<file path="config.mk">
export PLATFORM = sky130hd
export DESIGN_NAME = irq_vector_sequencer
export DESIGN_NICKNAME = d
export VERILOG_FILES = /design/src/rtl/irq_seq_pkg.sv /design/src/rtl/nmi_edge_detect.sv /design/src/rtl/irq_vector_sequencer.sv
export SDC_FILE = /design/constraint.sdc
export NUM_CORES = 1
export LEC_CHECK = 0
export ABC_AREA = 1
export BUFFER_PORTS_ARGS = -buffer_cell sky130_fd_sc_hd__buf_2
export CAP_MARGIN = 15
export CORE_UTILIZATION = 50
export CTS_BUF_LIST = sky130_fd_sc_hd__clkbuf_16
export CTS_CLUSTER_DIAMETER = 40
export CTS_CLUSTER_SIZE = 16
export DETAILED_ROUTE_END_ITERATION = 10
export PLACE_DENSITY_LB_ADDON = 0.05
export SETUP_SLACK_MARGIN = 0.02
export SYNTH_ARGS = -nofsm -noshare
export SYNTH_HDL_FRONTEND = slang
export SYNTH_SLANG_ARGS = --single-unit
</file>
<file path="constraint.sdc">
create_clock -name CLK -period 2.74 [get_ports CLK]
set_input_delay 0.137 -clock CLK [delete_from_list [all_inputs] [get_ports CLK]]
set_output_delay 0.137 -clock CLK [all_outputs]
set_load 0.01 [all_outputs]
</file>
<file path="src/rtl/irq_seq_pkg.sv">
// Shared types and constants for the interrupt/reset vector sequencer.
//   irq_state_t : sequencer FSM states
//   irq_mode_t  : which event the current sequence is servicing
//   DEF_*       : default vector addresses and stack page
//   P_BIT_*     : status-byte bit positions overridden on push
package irq_seq_pkg;

  typedef enum logic [2:0] {
    ST_IDLE,
    ST_PUSH_H,
    ST_PUSH_L,
    ST_PUSH_P,
    ST_VEC_L,
    ST_VEC_H,
    ST_LOAD
  } irq_state_t;

  typedef enum logic [1:0] {
    MODE_RESET,
    MODE_NMI,
    MODE_IRQ,
    MODE_BRK
  } irq_mode_t;

  localparam logic [15:0] DEF_NMI_VECTOR   = 16'hFFFA;
  localparam logic [15:0] DEF_RESET_VECTOR = 16'hFFFC;
  localparam logic [15:0] DEF_IRQ_VECTOR   = 16'hFFFE;
  localparam logic [7:0]  DEF_STACK_PAGE   = 8'h01;

  localparam int P_BIT_B      = 4;
  localparam int P_BIT_UNUSED = 5;

endpackage

</file>
<file path="src/rtl/nmi_edge_detect.sv">
// NMI falling-edge detector with sticky pending flag.
//   clk, rst_n : clock, asynchronous active-low reset
//   nmi        : raw active-low NMI line (sampled every cycle, ignores RDY)
//   clr        : clears the pending flag (sequence accepted the NMI)
//   pending    : an unserviced falling edge has been seen
module nmi_edge_detect (
  input  logic clk,
  input  logic rst_n,
  input  logic nmi,
  input  logic clr,
  output logic pending
);

  logic nmi_q;
  logic nmi_fall;

  assign nmi_fall = nmi_q & ~nmi;

  // A new edge coinciding with the clear wins, so it is never lost.
  always_ff @(posedge clk or negedge rst_n) begin
    if (!rst_n) begin
      nmi_q   <= 1'b1;
      pending <= 1'b0;
    end else begin
      nmi_q <= nmi;
      if (nmi_fall) begin
        pending <= 1'b1;
      end else if (clr) begin
        pending <= 1'b0;
      end
    end
  end

endmodule

</file>
<file path="src/rtl/irq_vector_sequencer.sv">
// Interrupt/reset vector sequencer. At an instruction boundary it arbitrates
// NMI > IRQ > BRK, then owns the bus to push PCH, PCL and P onto the stack
// page, fetch the two-byte vector and hand the core a new PC/SP plus an
// I-flag set strobe. Out of reset it runs the same sequence with dummy
// stack reads and the reset vector.
//
// Ports:
//   CLK, RST_N      clock, asynchronous active-low reset
//   RDY             low = stall; all state and outputs hold
//   NMI, IRQ        active-low interrupt lines (NMI edge, IRQ level)
//   insn_boundary   core is at the last cycle of an instruction
//   brk_req         BRK decoded (qualified by insn_boundary)
//   i_flag          current I flag
//   pc_in, p_in,
//   sp_in           return PC, status byte, stack pointer from the core
//   DATA_IN         bus read data
//   busy            sequencer owns ADDRESS/DATA_OUT/RW
//   ADDRESS, DATA_OUT, RW   bus outputs (RW: 1 = read)
//   pc_out/pc_load, sp_out/sp_load, set_i   one-cycle hand-off to the core
//
// state     | meaning
// ----------+------------------------------------------------
// ST_IDLE   | bus released, waiting for an accepted boundary
// ST_PUSH_H | push return PC high byte (dummy read in reset)
// ST_PUSH_L | push return PC low byte  (dummy read in reset)
// ST_PUSH_P | push status byte         (dummy read in reset)
// ST_VEC_L  | read vector low byte
// ST_VEC_H  | read vector high byte
// ST_LOAD   | present new PC/SP, strobe loads and set_i
module irq_vector_sequencer
  import irq_seq_pkg::*;
#(
  parameter int                         BUS_WIDTH     = 8,
  parameter int                         ADDRESS_WIDTH = 16,
  parameter logic [ADDRESS_WIDTH-1:0]   NMI_VECTOR    = DEF_NMI_VECTOR,
  parameter logic [ADDRESS_WIDTH-1:0]   RESET_VECTOR  = DEF_RESET_VECTOR,
  parameter logic [ADDRESS_WIDTH-1:0]   IRQ_VECTOR    = DEF_IRQ_VECTOR,
  parameter logic [BUS_WIDTH-1:0]       STACK_PAGE    = DEF_STACK_PAGE
) (
  input  logic                      CLK,
  input  logic                      RST_N,
  input  logic                      RDY,
  input  logic                      NMI,
  input  logic                      IRQ,
  input  logic                      insn_boundary,
  input  logic                      brk_req,
  input  logic                      i_flag,
  input  logic [ADDRESS_WIDTH-1:0]  pc_in,
  input  logic [BUS_WIDTH-1:0]      p_in,
  input  logic [BUS_WIDTH-1:0]      sp_in,
  input  logic [BUS_WIDTH-1:0]      DATA_IN,
  output logic                      busy,
  output logic [ADDRESS_WIDTH-1:0]  ADDRESS,
  output logic [BUS_WIDTH-1:0]      DATA_OUT,
  output logic                      RW,
  output logic [ADDRESS_WIDTH-1:0]  pc_out,
  output logic                      pc_load,
  output logic [BUS_WIDTH-1:0]      sp_out,
  output logic                      sp_load,
  output logic                      set_i
);

  irq_state_t                state_q, state_d;
  irq_mode_t                 mode_q,  mode_d;
  logic [BUS_WIDTH-1:0]      sp_q,    sp_d;
  logic [ADDRESS_WIDTH-1:0]  pc_q,    pc_d;
  logic [BUS_WIDTH-1:0]      lo_q,    lo_d;
  logic [BUS_WIDTH-1:0]      hi_q,    hi_d;

  logic                      nmi_pending;
  logic                      nmi_clr;
  logic                      is_reset;
  logic [ADDRESS_WIDTH-1:0]  vector;
  logic [ADDRESS_WIDTH-1:0]  stack_addr;
  logic [BUS_WIDTH-1:0]      p_byte;

  nmi_edge_detect u_nmi_edge_detect (
    .clk     (CLK),
    .rst_n   (RST_N),
    .nmi     (NMI),
    .clr     (nmi_clr),
    .pending (nmi_pending)
  );

  assign is_reset   = (mode_q == MODE_RESET);
  assign stack_addr = {STACK_PAGE, sp_q};

  always_comb begin
    case (mode_q)
      MODE_NMI:   vector = NMI_VECTOR;
      MODE_RESET: vector = RESET_VECTOR;
      default:    vector = IRQ_VECTOR;
    endcase
  end

  always_comb begin
    p_byte               = p_in;
    p_byte[P_BIT_UNUSED] = 1'b1;
    p_byte[P_BIT_B]      = (mode_q == MODE_BRK);
  end

  // Everything is gated by RDY so a stall freezes the whole sequence,
  // including strobes; only the NMI edge detector keeps sampling.
  always_ff @(posedge CLK or negedge RST_N) begin
    if (!RST_N) begin
      state_q <= ST_PUSH_H;
      mode_q  <= MODE_RESET;
      sp_q    <= '0;
      pc_q    <= '0;
      lo_q    <= '0;
      hi_q    <= '0;
    end else if (RDY) begin
      state_q <= state_d;
      mode_q  <= mode_d;
      sp_q    <= sp_d;
      pc_q    <= pc_d;
      lo_q    <= lo_d;
      hi_q    <= hi_d;
    end
  end

  always_comb begin
    state_d  = state_q;
    mode_d   = mode_q;
    sp_d     = sp_q;
    pc_d     = pc_q;
    lo_d     = lo_q;
    hi_d     = hi_q;
    nmi_clr  = 1'b0;
    busy     = 1'b1;
    ADDRESS  = '0;
    DATA_OUT = '0;
    RW       = 1'b1;
    pc_out   = '0;
    sp_out   = '0;
    pc_load  = 1'b0;
    sp_load  = 1'b0;
    set_i    = 1'b0;

    case (state_q)
      ST_IDLE: begin
        busy = 1'b0;
        if (insn_boundary && RDY) begin
          if (nmi_pending) begin
            mode_d  = MODE_NMI;
            nmi_clr = 1'b1;
            state_d = ST_PUSH_H;
          end else if (!IRQ && !i_flag) begin
            mode_d  = MODE_IRQ;
            state_d = ST_PUSH_H;
          end else if (brk_req) begin
            mode_d  = MODE_BRK;
            state_d = ST_PUSH_H;
          end
          if (state_d == ST_PUSH_H) begin
            sp_d = sp_in;
            pc_d = pc_in;
          end
        end
      end

      ST_PUSH_H: begin
        ADDRESS  = stack_addr;
        RW       = is_reset;
        DATA_OUT = is_reset ? '0 : pc_q[ADDRESS_WIDTH-1:BUS_WIDTH];
        sp_d     = sp_q - BUS_WIDTH'(1);
        state_d  = ST_PUSH_L;
      end

      ST_PUSH_L: begin
        ADDRESS  = stack_addr;
        RW       = is_reset;
        DATA_OUT = is_reset ? '0 : pc_q[BUS_WIDTH-1:0];
        sp_d     = sp_q - BUS_WIDTH'(1);
        state_d  = ST_PUSH_P;
      end

      ST_PUSH_P: begin
        ADDRESS  = stack_addr;
        RW       = is_reset;
        DATA_OUT = is_reset ? '0 : p_byte;
        sp_d     = sp_q - BUS_WIDTH'(1);
        state_d  = ST_VEC_L;
      end

      ST_VEC_L: begin
        ADDRESS = vector;
        lo_d    = DATA_IN;
        state_d = ST_VEC_H;
      end

      ST_VEC_H: begin
        ADDRESS = vector + ADDRESS_WIDTH'(1);
        hi_d    = DATA_IN;
        state_d = ST_LOAD;
      end

      ST_LOAD: begin
        pc_out  = {hi_q, lo_q};
        sp_out  = sp_q;
        pc_load = 1'b1;
        sp_load = 1'b1;
        set_i   = 1'b1;
        state_d = ST_IDLE;
      end

      default: begin
        state_d = ST_IDLE;
      end
    endcase
  end

endmodule

</file>
==> flow_summary_export.csv, run 1 <==
group,metric,value,unit
outcome,status,"completed",
clock_tree,cts_root_buf,"clkbuf_16",
sta,setup_slack,0.575,ns
power,p_leak,1.77,nW
sta,tightest_slew,1.05,ns
route,drt-initial-drc-count,110,
yosys,synth_most_common_cell,"nand2_1",
yosys,synth_edf_count,0,
route,postRouteAntennaNets,0,
route,num_vias,2492,
yosys,synth_cell_type_count,26,
worst_setup_path,endpoint_kind,"output port",
power,power_density,1070,mW/mm2
worst_setup_path,reg2reg_from,"state_q[0]",
sta,maxSlewHeadroom,30.1,%
yosys,avgSynthCellArea,7.28,um2
power,peakVddDrop,535,uV
route,wirelength,5890,um
floorplanning,core_area,0.00482,mm2
yosys,synthArstFlopShare,100,%
worst_hold_path,hold_class,"input port to async pin",
cells_and_area,antenna_cells_inserted,0,
placed_design,dp_hpwl,4240,um
placed_design,place_congestion,0.847,
placed_design,io_buffer_count,98,
sta,fin_setup_tns,0,ns
floorplanning,pin_count,101,
clock_tree,cts_setup_buffers,0,
sta,slew_violations,0,
clock_tree,cts_tree,"done",
yosys,yosysSeqAreaShare,46.0,%
yosys,synth_cells,352,
yosys,synth_top_area_cell,"dfrtp_1",
floorplanning,rows,25,
yosys,synthFlopType,"dfrtp_1",
route,drc,0,
worst_setup_path,critPathLaunchType,"flip-flop",
worst_setup_path,crit_arrival,2.03,ns
cells_and_area,area_growth,22.9,%
floorplanning,die-area,0.00542,mm2
grt,grt_antenna_before_repair,0,
grt,grt_max_degree,48,
clock_tree,clk_pin_slew,0.06,ns
yosys,yosys-top-cells-area,"dfrtp_1 (44%), nand2_1 (17%), o21ai_0 (7.0%)",
yosys,synth_nets,401,
yosys,syn_area,0.00256,mm2
route,first_pass_iters,4,
yosys,synth_common_cells,"nand2_1 (115), dfrtp_1 (45), nor2_1 (44), inv_1 (36), o21ai_0 (36)",
sta,hold_violations,0,
clock_tree,htree_levels,2,
worst_setup_path,reg2reg_to,"sp_q[1]",
run,cap_violations,0,
worst_setup_path,cp.required,2.60,ns
route,viasPerCell,4.91,
cells_and_area,layout-drive-gt1-share,27.9,%
floorplanning,die_w,73.6,um
route,wl_per_cell,11.6,um
worst_setup_path,rr_worst_depth,7,
cells_and_area,nFillCells,489,
floorplanning,start_util,53.2,%
worst_setup_path,worstSetupStartpoint,"state_q[0]",
placed_design,dp_slack,0.877,ns
yosys,yosys_warnings,0,
sta,period_minus_slack,2.16,ns
sta,rsz0062_at_grt,"no",
sta,setup_viol,0,
floorplanning,die_h,73.6,um
sta,finalCritPeriodShare,79.0,%
worst_setup_path,endpoint,"ADDRESS[2]",
worst_setup_path,worstSetupPathType,"flip-flop to output port",
grt,grt_first_pass_wirelength,9430,um
clock_tree,cts_buffers,5,
clock_tree,insertion_delay,0.28,ns
cells_and_area,nets,489,
sta,fmax,0.462,GHz
grt,grt_pass1_vias,2188,
worst_setup_path,ff2ff_setup_slack,0.89,ns
grt,track_usage,23.0,%
worst_setup_path,crit_fanout,16,
clock_tree,clkSinkCount,47,
yosys,ys_seq_elements,47,
clock_tree,cts_buffer_depth,2,
sta,finalClockSkew,0.00452,ns
yosys,synth_top_area_share,43.9,%
grt,grt_overflow,0,
## metal layers
layer	global-route usage, %	share of wire (%)
met4	9.19	1.6
met2	40.6	49
met5	0	0
met1	27.0	44
met3	5.08	5.9
## layout by cell type, fill, tap and decap left out, drive strengths merged
cell / count
o21ai: 37
nor2: 51
clkbuf: 5
nand3: 16
dfstp: 2
dfrtp: 45
nor3: 3
ha: 1
clkinvlp: 1
inv: 43
clkinv: 1
or2: 2
a31oi: 6
nand2: 116
a22oi: 1
nand4: 2
dlygate4sd3: 1
a21oi: 9
o22ai: 1
buf: 98
## worst min path at each step
stage / startpoint / end / slack (ns) / depth (start not counted)
after floorplan: RST_N / hi_q[0] / -0.16 / 0
after global placement: NMI / u_nmi_edge_detect.nmi_q / 0.25 / 1
after detailed placement: NMI / u_nmi_edge_detect.nmi_q / 0.26 / 1
after CTS: pc_in[12] / pc_q[12] / 0.05 / 3
after global routing: pc_in[12] / pc_q[12] / 0.06 / 3
final: RST_N / sp_q[0] / 0.04 / 1
## stage by stage
step | power, mW | cell area (um2) | cells | hold slack, ns | utilization [%]
3_5_place_dp | 2.80 | 3000 | 499 | 0.256 | 62.3
3_3_place_gp | 2.76 | 3000 | 499 | 0.254 | 62.3
4_1_cts | 3.39 | 3150 | 508 | 0.0481 | 65.4
2_1_floorplan | 2.38 | 2560 | 352 | -0.159 | -
6_report | 3.37 | 3150 | 508 | 0.0414 | 65.4
5_1_grt | 3.66 | 3150 | 508 | 0.0617 | 65.4
## where the power goes
| group | total, mW | leakage (nW) | switching [mW] | internal, mW |
|---|---|---|---|---|
| logic | 1.57 | 1.13 | 1.02 | 0.551 |
| registers | 1.21 | 0.562 | 0.195 | 1.02 |
| clock network | 0.579 | 0.0724 | 0.247 | 0.331 |
| total | 3.37 | 1.77 | 1.47 | 1.90 |
## cells by family after synthesis
kind of cell | Yosys count | synth area share [%]
buf+inv | 60 | 11.5
compound gates | 54 | 11.0
simple gates | 190 | 31.1
fa+ha+maj | 1 | 0.488
flops | 47 | 46.0
## what timing repair did
action | in CTS | in global routing
hold endpoints to repair | 1 | 0
hold buffers | 1 | 0
resized for setup | 0 | 0
## layout make-up
class / count / area [um2] / share of cell area [%]
Inverter: 42 / 158 / 5.00
Clock inverter: 3 / 15.0 / 0.476
Tap cell: 67 / 83.8 / 2.66
Timing Repair Buffer: 99 / 500 / 15.9
Multi-Input combinational cell: 245 / 1090 / 34.6
Sequential cell: 47 / 1180 / 37.4
Clock buffer: 5 / 125 / 3.97
## sequential cells by signal, summed over array words and instances, names as in the netlist
register,cells
hi_q,8
lo_q,8
mode_q,2
pc_q,16
sp_q,8
state_q,3
u_nmi_edge_detect.nmi_q,1
u_nmi_edge_detect.pending,1
## critical path, cell delays in order, from the launching register on
cell and delay (ns):
dfstp_2 0.60, nor2_4 0.09, nor2_2 0.36, inv_1 0.31, o21ai_0 0.22, buf_2 0.16
Note: power is estimated with default switching activity, not from simulation.
==> run 2, diff against run 1 <==
--- a/config.mk
+++ b/config.mk
@@ -5,10 +5,10 @@
 export SDC_FILE = /design/constraint.sdc
 export NUM_CORES = 1
 export LEC_CHECK = 0
-export ABC_AREA = 1
+export ABC_AREA = 0
 export BUFFER_PORTS_ARGS = -buffer_cell sky130_fd_sc_hd__buf_2
 export CAP_MARGIN = 15
-export CORE_UTILIZATION = 50
+export CORE_UTILIZATION = 49
 export CTS_BUF_LIST = sky130_fd_sc_hd__clkbuf_16
 export CTS_CLUSTER_DIAMETER = 40
 export CTS_CLUSTER_SIZE = 16
==> constraint.sdc (replaced) <==
create_clock -name CLK -period 2.2 [get_ports CLK]
set_input_delay 0.11 -clock CLK [delete_from_list [all_inputs] [get_ports CLK]]
set_output_delay 0.11 -clock CLK [all_outputs]
set_load 0.01 [all_outputs]
==> flow_summary_export.csv, run 2 <==
group,metric,value,unit
outcome,status,"completed",
grt,gr-usage-met3,4.63,%
grt,track_usage,21.3,%
cells_and_area,layout_common_cells,"buf_2 (98), dfrtp_1 (45), mux2_2 (38)",
power,peakVddDrop,689,uV
worst_setup_path,reg2reg_to,"sp_q[1]",
clock_tree,cts_setup_buffers,0,
route,first_pass_iters,6,
grt,grt_first_pass_wirelength,9020,um
grt,grt_overflow,0,
yosys,yosys_warnings,0,
sta,fin_setup_tns,0,ns
yosys,synthFlopType,"dfrtp_1",
yosys,avgSynthCellArea,10.6,um2
yosys,synth_cell_type_count,47,
cells_and_area,nFillCells,456,
cells_and_area,layout-drive-gt1-share,48.5,%
sta,period_minus_slack,1.98,ns
floorplanning,die-area,0.00570,mm2
clock_tree,cts_root_buf,"clkbuf_16",
run,cap_violations,0,
worst_hold_path,min_from,"pc_in[11]",
placed_design,dp_hpwl,3970,um
floorplanning,core_area,0.00514,mm2
clock_tree,cts_tree,"done",
sta,slew_violations,0,
grt,use_met1,27.9,%
floorplanning,pin_count,101,
worst_setup_path,crit_fanout,16,
sta,setup_slack,0.221,ns
sta,maxSlewHeadroom,46.9,%
yosys,synthArstFlopShare,100,%
worst_hold_path,hold_class,"input port to flip-flop",
cells_and_area,regMostFlops,"pc_q",
worst_setup_path,rr_worst_depth,3,
grt,grt_pass1_vias,1968,
cells_and_area,largest_register_ff_count,16,
sta,finalClockSkew,0.00447,ns
yosys,synth_top_area_share,42.6,%
yosys,synth_nets,298,
worst_setup_path,reg2reg_from,"state_q[1]",
floorplanning,start_util,51.5,%
route,wl_per_cell,13.5,um
cells_and_area,area_growth,25.3,%
grt,top_usage_layer,"met2",
worst_setup_path,crit_arrival,1.87,ns
floorplanning,die_w,75.5,um
route,drc,0,
worst_setup_path,critPathLaunchType,"flip-flop",
route,viasPerCell,5.24,
clock_tree,clkSinkCount,47,
worst_setup_path,cp.required,2.09,ns
grt,grtUsageMet2,36.0,%
route,drt-initial-drc-count,91,
worst_hold_path,hold_end,"pc_q[11]",
grt,grt_max_degree,26,
yosys,syn_area,0.00265,mm2
clock_tree,cts_buffers,5,
cells_and_area,antenna_cells_inserted,0,
power,power_density,1390,mW/mm2
yosys,synth_cells,249,
clock_tree,cts_hold_buf,2,
route,num_vias,2158,
cells_and_area,final_common_cell,"buf_2",
worst_setup_path,endpoint_kind,"output port",
yosys,synth_edf_count,0,
yosys,yosysSeqAreaShare,44.6,%
route,postRouteAntennaNets,0,
clock_tree,insertion_delay,0.28,ns
floorplanning,rows,26,
placed_design,dp_slack,0.405,ns
clock_tree,cts_resized,0,
worst_setup_path,worstSetupPathType,"flip-flop to output port",
sta,tightest_slew,0.793,ns
cells_and_area,seq_area,0.00118,mm2
floorplanning,die_h,75.5,um
yosys,yosys-top-cells-area,"dfrtp_1 (43%), mux2_2 (16%), and2_1 (5.7%)",
placed_design,io_buffer_count,98,
sta,rsz0062_at_grt,"no",
cells_and_area,multi_input_area,0.00128,mm2
placed_design,place_congestion,0.778,
clock_tree,clk_pin_slew,0.06,ns
worst_hold_path,hold_depth,2,
power,p_leak,1.65,nW
yosys,synth_top_area_cell,"dfrtp_1",
route,wirelength,5560,um
sta,finalCritPeriodShare,90.0,%
clock_tree,htree_levels,2,
yosys,synth_most_common_cell,"dfrtp_1",
yosys,ys_seq_elements,47,
worst_setup_path,ff2ff_setup_slack,0.32,ns
cells_and_area,nets,390,
clock_tree,cts_buffer_depth,2,
grt,grt_antenna_before_repair,0,
yosys,synth_common_cells,"dfrtp_1 (45), mux2_2 (38), and2_1 (24), nand2_1 (22), nor2_1 (16)",
sta,hold_violations,0,
sta,fmax,0.505,GHz
sta,setup_viol,0,
-- run 2: changes by cell type in the layout (fill, tap and decap cells not counted), sizes merged, moves of 4 or more --
cell,delta
a221oi,+4
nand2,-94
o21ai,-27
nor2,-35
buf,+10
o22ai,+5
a31oi,-4
a2bb2oi,+4
a22oi,+5
a21oi,-4
inv,-37
and2,+24
nand3,-13
mux2,+39
-- run 2: area by class of cell --
class	instances	share of cell area, %
sequential	47	35.6
clock buffer	5	3.78
clock inverter	3	0.642
timing repair buffer	110	18.0
inverter	5	0.566
multi-input combinational	172	38.8
tap	70	2.64
-- run 2: report_power, final --
group / switching (mW) / total, mW / internal, mW
registers: 0.331 / 1.62 / 1.29
clock network: 0.308 / 0.729 / 0.420
logic: 1.13 / 2.24 / 1.11
total: 1.77 / 4.60 / 2.83
-- run 2: kinds of logic after synthesis --
logic type,count (synthesis),share of synthesized area (%)
adder cells (fa/ha/maj),1,0.473
AO/OA/AOI/OAI,50,14.3
buffers and inverters,30,7.09
AND/OR/NAND/NOR,82,16.8
multiplexers,39,16.7
flip-flops,47,44.6
-- run 2: metal layers --
layer | vias up | wire length (um)
met4 | 0 | 27
met5 | - | 0
met3 | 2 | 293
met1 | 1019 | 2520
li1 | 1062 | -
met2 | 75 | 2710
-- run 2: stage by stage --
stage	area, um2	total power [mW]	hold WS [ns]	instances	util (%)
after CTS	3310	4.64	0.0475	412	64.5
after detailed placement	3150	3.89	0.152	402	61.2
after global routing	3310	5.02	0.0454	412	64.5
final	3310	4.60	0.0537	412	64.5
after floorplan	2650	3.28	-0.186	249	-
after global placement	3150	3.83	0.141	402	61.2
-- run 2: how the worst max path moves through the flow --
stage | from | end | slack [ns] | cells after the start
after global routing | state_q[1] | DATA_OUT[3] | 0.13 | 5
final | state_q[2] | DATA_OUT[5] | 0.22 | 4
after global placement | state_q[1] | sp_q[1] | 0.43 | 3
after detailed placement | state_q[1] | sp_q[1] | 0.40 | 3
after CTS | state_q[2] | DATA_OUT[5] | 0.22 | 4
after floorplan | state_q[1] | hi_q[0] | 0.63 | 5
-- run 2: worst max-delay path: stages, from the launching register on --
cell and delay, ns:
dfrtp_1 0.52, o21ba_2 0.53, o21ai_2 0.22, a21oi_1 0.17, buf_2 0.15
==> run 3, diff against run 2 <==
--- a/config.mk
+++ b/config.mk
@@ -9,7 +9,6 @@
 export BUFFER_PORTS_ARGS = -buffer_cell sky130_fd_sc_hd__buf_2
 export CAP_MARGIN = 15
 export CORE_UTILIZATION = 49
-export CTS_BUF_LIST = sky130_fd_sc_hd__clkbuf_16
 export CTS_CLUSTER_DIAMETER = 40
 export CTS_CLUSTER_SIZE = 16
 export DETAILED_ROUTE_END_ITERATION = 10
==> flow_summary_export.csv, run 3 (same netlist as run 2, synthesis figures left out) <==
group,metric,value,unit
outcome,status,"completed",
cells_and_area,final_util,63.4,%
worst_setup_path,reg2reg_to,"sp_q[1]",
floorplanning,start_util,51.5,%
worst_setup_path,critPathLaunchType,"flip-flop",
cells_and_area,nFillCells,465,
clock_tree,clkSinkCount,47,
cells_and_area,layout_common_cells,"buf_2 (98), dfrtp_1 (45), mux2_2 (38)",
worst_hold_path,hold_class,"input port to flip-flop",
floorplanning,pin_count,101,
floorplanning,rows,26,
cells_and_area,nets,390,
cells_and_area,largest_register_ff_count,16,
route,drc,0,
cells_and_area,final_common_cell,"buf_2",
clock_tree,cts_resized,0,
floorplanning,die_h,75.5,um
worst_setup_path,rr_worst_depth,3,
worst_setup_path,crit_arrival,1.90,ns
route,drt-initial-drc-count,87,
clock_tree,cts_tree,"done",
sta,setup_viol,0,
sta,rsz0062_at_grt,"no",
clock_tree,cts_root_buf,"clkbuf_8",
floorplanning,core_area,0.00514,mm2
power,p_leak,1.62,nW
cells_and_area,layout-drive-gt1-share,48.5,%
power,peakVddDrop,565,uV
worst_hold_path,hold_depth,2,
grt,grt_overflow,0,
sta,fmax,0.496,GHz
floorplanning,die-area,0.00570,mm2
placed_design,dp_hpwl,3970,um
placed_design,io_buffer_count,98,
sta,fin_setup_tns,0,ns
cells_and_area,seq_area,0.00118,mm2
route,first_pass_iters,4,
grt,grt_pass1_vias,1943,
clock_tree,cts_buffers,5,
sta,slew_violations,0,
route,wl_per_cell,13.5,um
sta,setup_slack,0.185,ns
clock_tree,htree_levels,2,
route,postRouteAntennaNets,0,
cells_and_area,multi_input_area,0.00128,mm2
worst_hold_path,min_from,"pc_in[11]",
power,power_density,1350,mW/mm2
worst_setup_path,ff2ff_setup_slack,0.35,ns
route,wirelength,5580,um
worst_setup_path,worstSetupPathType,"flip-flop to output port",
grt,grt_antenna_before_repair,0,
worst_setup_path,endpoint_kind,"output port",
sta,maxSlewHeadroom,48.6,%
sta,hold_violations,0,
run,cap_violations,0,
worst_hold_path,hold_end,"pc_q[11]",
sta,period_minus_slack,2.02,ns
clock_tree,cts_buffer_depth,2,
cells_and_area,area_growth,23.2,%
cells_and_area,regMostFlops,"pc_q",
route,viasPerCell,5.18,
sta,finalCritPeriodShare,91.6,%
placed_design,dp_slack,0.405,ns
worst_setup_path,reg2reg_from,"state_q[1]",
sta,finalClockSkew,0.0101,ns
worst_setup_path,cp.required,2.09,ns
floorplanning,die_w,75.5,um
grt,grt_max_degree,26,
route,num_vias,2136,
sta,tightest_slew,0.768,ns
grt,grt_first_pass_wirelength,9050,um
worst_setup_path,crit_fanout,16,
clock_tree,insertion_delay,0.30,ns
placed_design,place_congestion,0.778,
cells_and_area,antenna_cells_inserted,0,
clock_tree,clk_pin_slew,0.09,ns
grt,track_usage,21.3,%
-- run 3: changes by cell type in the layout (fill, tap and decap cells not counted) --
| cell | delta |
|---|---|
| clkbuf_16 | -5 |
| inv_1 | -1 |
| clkbuf_1 | +1 |
| clkbuf_8 | +5 |
-- run 3: critical path, stage by stage, from the launching register on --
cell,delay [ns]
dfrtp_1,0.53
o21ba_2,0.53
o21ai_2,0.22
a21oi_1,0.18
buf_2,0.15
-- run 3: layout make-up --
type / count / share of cell area, %
clock buffer: 6 / 2.23
clock inverter: 2 / 0.538
inverter: 5 / 0.576
multi-input combinational: 172 / 39.4
sequential: 47 / 36.2
tap: 70 / 2.69
timing repair buffer: 110 / 18.4
-- run 3: what timing repair did --
item / in CTS / in global routing
endpoints found under the hold margin: 25 / 0
hold buffers: 2 / 0
setup buffers: 0 / 0
-- run 3: worst max-delay path by stage --
stage,cells after the start,startpoint,end
2_1_floorplan,5,state_q[1],hi_q[0]
3_3_place_gp,3,state_q[1],sp_q[1]
3_5_place_dp,3,state_q[1],sp_q[1]
4_1_cts,6,state_q[0],DATA_OUT[4]
5_1_grt,6,state_q[0],DATA_OUT[4]
6_report,4,state_q[2],DATA_OUT[5]
-- run 3: stage by stage --
stage | power, mW | instance area [um2] | std cells | hold slack (ns)
after floorplan | 3.28 | 2650 | 249 | -0.186
after global placement | 3.83 | 3150 | 402 | 0.141
after detailed placement | 3.89 | 3150 | 402 | 0.152
after CTS | 4.42 | 3260 | 412 | 0.0239
after global routing | 4.80 | 3260 | 412 | 0.0189
final | 4.39 | 3260 | 412 | 0.0349
-- run 3: metal layers --
metal  global-route usage (%)  wire, um
met5                        0         0
met4                     6.38        48
met2                     36.4      2750
met3                     3.84       266
met1                     27.8      2520
-- run 3: where the power goes --
group          switching [mW]  internal, mW  total, mW
registers               0.329          1.29       1.62
clock network           0.294         0.228      0.523
logic                    1.13          1.11       2.24
